## src/rtl/adder_arb_pkg.sv

```systemverilog
// adder_arb_pkg: shared FSM state encoding and default operand width
// for the adder_arbiter block.
package adder_arb_pkg;

    localparam int unsigned DEFAULT_WIDTH = 16;

    typedef enum logic [1:0] {
        IDLE = 2'd0,
        EXEC = 2'd1,
        RESP = 2'd2
    } state_t;

endpackage : adder_arb_pkg

```

## src/rtl/adder_arbiter_adder.sv

```systemverilog
// adder_16bit: combinational WIDTH-bit adder with carry-in; the carry out
// of the MSB is reported as overflow.
module adder_16bit
    import adder_arb_pkg::*;
#(
    parameter int unsigned WIDTH = DEFAULT_WIDTH
) (
    input  logic [WIDTH-1:0] a,
    input  logic [WIDTH-1:0] b,
    input  logic             carry_in,
    output logic [WIDTH-1:0] sum,
    output logic             overflow
);

    localparam int unsigned FULL_W = WIDTH + 1;

    logic [FULL_W-1:0] full;

    // Sum at WIDTH+1 bits so the top bit is the carry out
    always_comb begin
        full     = FULL_W'(a) + FULL_W'(b) + FULL_W'(carry_in);
        sum      = full[WIDTH-1:0];
        overflow = full[WIDTH];
    end

endmodule : adder_16bit

```

## src/rtl/adder_arbiter.sv

```systemverilog
// adder_arbiter: two requesters share one adder. A request is accepted in
// IDLE, its operands are added in EXEC and the result is held in RESP
// until the consumer takes it.
// Optional feature: define ADDER_ARB_ROUND_ROBIN_EN to alternate grants
// under contention; otherwise requester 0 has fixed priority.
module adder_arbiter
    import adder_arb_pkg::*;
#(
    parameter int unsigned WIDTH = DEFAULT_WIDTH
) (
    input  logic             clk,
    input  logic             rst,
    input  logic             req0_valid,
    output logic             req0_ready,
    input  logic [WIDTH-1:0] req0_a,
    input  logic [WIDTH-1:0] req0_b,
    input  logic             req0_cin,
    input  logic             req1_valid,
    output logic             req1_ready,
    input  logic [WIDTH-1:0] req1_a,
    input  logic [WIDTH-1:0] req1_b,
    input  logic             req1_cin,
    output logic             resp_valid,
    input  logic             resp_ready,
    output logic             resp_id,
    output logic [WIDTH-1:0] resp_sum,
    output logic             resp_overflow,
    output logic             busy
);

    state_t           state;
    logic [WIDTH-1:0] op_a;
    logic [WIDTH-1:0] op_b;
    logic             op_cin;
    logic             op_id;
    logic [WIDTH-1:0] add_sum;
    logic             add_ovf;
    logic             grant;
    logic             take;

`ifdef ADDER_ARB_ROUND_ROBIN_EN
    logic             last_grant;
`endif

    // Pick the requester that would be served this cycle
    always_comb begin
        grant = 1'b0;
        if (req0_valid && req1_valid) begin
`ifdef ADDER_ARB_ROUND_ROBIN_EN
            grant = ~last_grant;
`else
            grant = 1'b0;
`endif
        end else if (req1_valid) begin
            grant = 1'b1;
        end
    end

    // Ready only in IDLE, only for the granted and still-valid requester
    always_comb begin
        req0_ready = !rst && (state == IDLE) && req0_valid && !grant;
        req1_ready = !rst && (state == IDLE) && req1_valid && grant;
        take       = req0_ready || req1_ready;
    end

    adder_16bit #(
        .WIDTH (WIDTH)
    ) u_adder (
        .a        (op_a),
        .b        (op_b),
        .carry_in (op_cin),
        .sum      (add_sum),
        .overflow (add_ovf)
    );

    // Control FSM with registered operand capture and response outputs
    always_ff @(posedge clk or posedge rst) begin
        if (rst) begin
            state         <= IDLE;
            op_a          <= '0;
            op_b          <= '0;
            op_cin        <= 1'b0;
            op_id         <= 1'b0;
            resp_valid    <= 1'b0;
            resp_id       <= 1'b0;
            resp_sum      <= '0;
            resp_overflow <= 1'b0;
            busy          <= 1'b0;
`ifdef ADDER_ARB_ROUND_ROBIN_EN
            last_grant    <= 1'b1;
`endif
        end else begin
            case (state)
                IDLE: begin
                    if (take) begin
                        op_a   <= grant ? req1_a   : req0_a;
                        op_b   <= grant ? req1_b   : req0_b;
                        op_cin <= grant ? req1_cin : req0_cin;
                        op_id  <= grant;
`ifdef ADDER_ARB_ROUND_ROBIN_EN
                        last_grant <= grant;
`endif
                        busy   <= 1'b1;
                        state  <= EXEC;
                    end
                end
                EXEC: begin
                    resp_sum      <= add_sum;
                    resp_overflow <= add_ovf;
                    resp_id       <= op_id;
                    resp_valid    <= 1'b1;
                    state         <= RESP;
                end
                RESP: begin
                    if (resp_ready) begin
                        resp_valid <= 1'b0;
                        busy       <= 1'b0;
                        state      <= IDLE;
                    end
                end
                default: begin
                    resp_valid <= 1'b0;
                    busy       <= 1'b0;
                    state      <= IDLE;
                end
            endcase
        end
    end

endmodule : adder_arbiter

```

## config.mk

```make
export PLATFORM = sky130hd
export DESIGN_NAME = adder_arbiter
export DESIGN_NICKNAME = d
export VERILOG_FILES = /design/src/rtl/adder_arb_pkg.sv /design/src/rtl/adder_arbiter_adder.sv /design/src/rtl/adder_arbiter.sv
export SDC_FILE = /design/constraint.sdc
export NUM_CORES = 1
export LEC_CHECK = 0
export ABC_AREA = 1
export CAP_MARGIN = 20
export CORE_AREA = 2 2 94 96
export CTS_BUF_LIST = sky130_fd_sc_hd__clkbuf_8
export CTS_CLUSTER_SIZE = 8
export DETAILED_ROUTE_END_ITERATION = 6
export DIE_AREA = 0 0 96 98
export PLACE_DENSITY_LB_ADDON = 0.12
export RECOVER_POWER = 25
export SYNTH_ARGS = -nofsm -noshare
export SYNTH_HDL_FRONTEND = slang
export SYNTH_SLANG_ARGS = --single-unit
```

## constraint.sdc

```tcl
create_clock -name clk -period 5 [get_ports clk]
set_clock_uncertainty 0.05 [all_clocks]
set_input_delay 1 -clock clk [delete_from_list [all_inputs] [get_ports clk]]
set_output_delay 1 -clock clk [all_outputs]
set_load 0.01 [all_outputs]
```

==> out/metrics.yaml <==
outcome:
  status: "finished, final reports clean"
drt:
  drc: 0
  avgRoutedWirePerCell_um: 13.0
  drt_iter0_drc: 91
  vias_per_cell: 4.86
  drt_pass1_iterations: 4
  wirelength_mm: 8.59
  ant_nets: 0
  vias: 3213
global_routing:
  overflow: 0
  antenna_found_initial: 0
  grt_max_degree: 68
  grt_usage_pct: 19.0
  grt_pass1_wl_mm: 14.3
  grt_pass1_vias: 3094
power_and_ir_drop:
  powerDensity_mw_per_mm2: 612
  vdd_drop_max_v: 0.000178
  total_leakage_power_nw: 2.21
sta:
  slew_violations: 0
  grt_setup_unrepaired: "no"
  fin_setup_tns_ns: 0
  period_needed_ns: 3.77
  finalCritPeriodShare_pct: 75.5
  worstMarginPinSlew_ns: 1.13
  setup_viol: 0
  hold_viol_final: 0
  relSlewSlack_pct: 24.5
  fmax_ghz: 0.265
clocking:
  clkLatencyLatePin_ns: 0.32
  cts_made_buffers: 5
  clk_pin_slew_worst_paths_ns: 0.11
  cts_hold_buf: 0
  cts_tree: "built"
  htreeDepth: 2
  post_cts_resize_count: 0
  post_cts.repair.setup_buffers: 0
  cts_buffer_depth: 2
  numClockSinks: 56
  ctsRootBufferMaster: "clkbuf_8"
setup_path:
  crit_path_end: "req1_ready"
  arrival_ns: 2.72
  cp-start-kind: "input pin"
  startpoint: "req0_valid"
  worstReg2RegEnd: "resp_sum[8]"
  worstReg2RegStart: "state[0]"
  crit_type: "in2out"
  rrSetupSlack_ns: 2.53
  worstPathMaxFanout: 34
  reg2reg_depth: 6
  cp.required_ns: 3.95
  end_kind: "output pin"
floorplan:
  die_w_um: 96
  io_pins: 93
  num_rows: 34
  die_y_um: 98
  core_mm2: 0.00847
  dieArea_mm2: 0.00941
  initial_core_util_pct: 45.6
placed_design:
  place_inst: 653
  hpwl_mm: 6.67
  io_buffers: 92
  place_congestion: 0.828
finish:
  diodes: 0
  fin_cells: 661
  area_growth_pct: 27.0
  fillCellCount: 795
  drive_gt1_share_pct: 9.22
  nets: 640
logic_synthesis:
  synth_area_per_cell_um2: 8.24
  syn-instance-count: 469
  syn_nets: 557
  ys_ff_latch: 56
  ys_seq_area_share_pct: 36.3
  yosysWarnings: 0
  syn_area_mm2: 0.00386
  netlist-cell-type-count: 31
job:
  drv_cap: 0
worst_hold_path:
  min-delay-start: "resp_sum[1]"
  worstHoldPathType: "reg2reg"
[through the flow]
stage / power, mW / setup WS, ns / util, % / hold WS, ns / instance area [um2]
3_3_place_gp: 2.73 / 1.25 / 56.8 / 0.403 / 4810
3_5_place_dp: 2.77 / 1.22 / 56.8 / 0.410 / 4810
2_1_floorplan: 2.26 / 2.44 / - / 0.399 / 3860
5_1_grt: 3.33 / 1.10 / 58.0 / 0.466 / 4910
6_report: 3.00 / 1.23 / 58.0 / 0.433 / 4910
4_1_cts: 3.04 / 1.22 / 58.0 / 0.439 / 4910
[kinds of logic (layout without fill, tap and decap cells)]
kind of cell | count (synthesis) | in the layout | share of synthesized area [%]
AO/OA/AOI/OAI | 51 | 51 | 19.0
XOR/XNOR | 2 | 2 | 0.453
adder cells (fa/ha/maj) | 17 | 17 | 5.89
flip-flops | 56 | 56 | 36.3
AND/OR/NAND/NOR | 270 | 270 | 29.6
buffers and inverters | 73 | 157 | 8.78
[worst min-delay path by stage]
stage,end,slack (ns),cells past startpoint
floorplan,resp_id,0.40,2
global placement,resp_id,0.40,2
detailed placement,resp_sum[1],0.41,2
CTS,resp_sum[1],0.44,2
global route,resp_sum[8],0.47,2
finish,resp_sum[1],0.43,2
[metal layers]
layer	GRT usage, %	up-vias	part of all wire [%]
met1	27.2	1455	47
met3	3.24	6	3.9
met4	4.29	0	1.0
li1	-	1683	-
met5	0	-	0
met2	30.1	69	48
[worst max-delay path, stage by stage]
cell and delay, ns:
clkdlybuf4s50_1 0.41, inv_2 0.21, nand2_1 0.08, buf_4 0.25, nor2_1 0.19, clkdlybuf4s50_1 0.56
[area by class of cell]
type	count	area (um2)	share of cell area (%)
inverters	53	201	4.11
repair buffers	96	951	19.4
well taps	108	135	2.75
clock buffers	5	68.8	1.40
clock inverters	3	27.5	0.561
multi-input cells	340	2120	43.2
flip-flops and latches	56	1400	28.6
[Yosys cell counts, drive strengths merged]
cell    instances  area [um2]
and2            2        12.5
nor3            4        20.0
nand2         151         577
buf             9        96.3
clkbuf         11        41.3
or2             3        18.8
ha             15         188
nand3          53         265
a21oi          10        50.1
nand4           1        6.26
o22ai           1        6.26
xor2            1        8.76
fa              2        40.0
o21ai           5        25.0
nor2           54         228
nand3b          2        15.0
a31oi          35         654
inv            53         201
dfrtp          56        1400
xnor2           1        8.76
[report_power, final]
part	total (mW)	switching, mW	leakage (nW)	internal (mW)
Clock	0.267	0.164	0.0463	0.103
Sequential	0.823	0.149	0.646	0.674
Combinational	1.91	1.09	1.52	0.821
Total	3.00	1.41	2.21	1.60
[state kept, by name, indices dropped and copies added (netlist names)]
signal         flops
resp_valid         1
op_b              16
busy               1
resp_overflow      1
op_cin             1
resp_sum          16
state              2
op_a              16
op_id              1
resp_id            1
[cells in the final DEF, fill, tap and decap left out]
cell,n
a21oi_1,10
or2_1,2
clkdlybuf4s50_1,90
o22ai_1,1
clkbuf_8,5
nor2_1,51
clkinv_4,1
o21ai_1,2
nor3_1,4
dlygate4sd3_1,2
nand4_1,1
nand2_1,149
or2_0,1
a31oi_4,29
inv_2,4
inv_8,1
xnor2_1,1
inv_4,1
buf_4,4
ha_1,15
clkinvlp_4,1
a31oi_1,6
xor2_1,1
inv_1,47
o21ai_0,3
dfrtp_1,56
nand3b_1,2
nand2_4,1
nand3_1,53
nand2_2,1
clkinv_1,1
fa_1,2
nor2_4,3
and2_1,2
(Power assumes the default switching activity.)
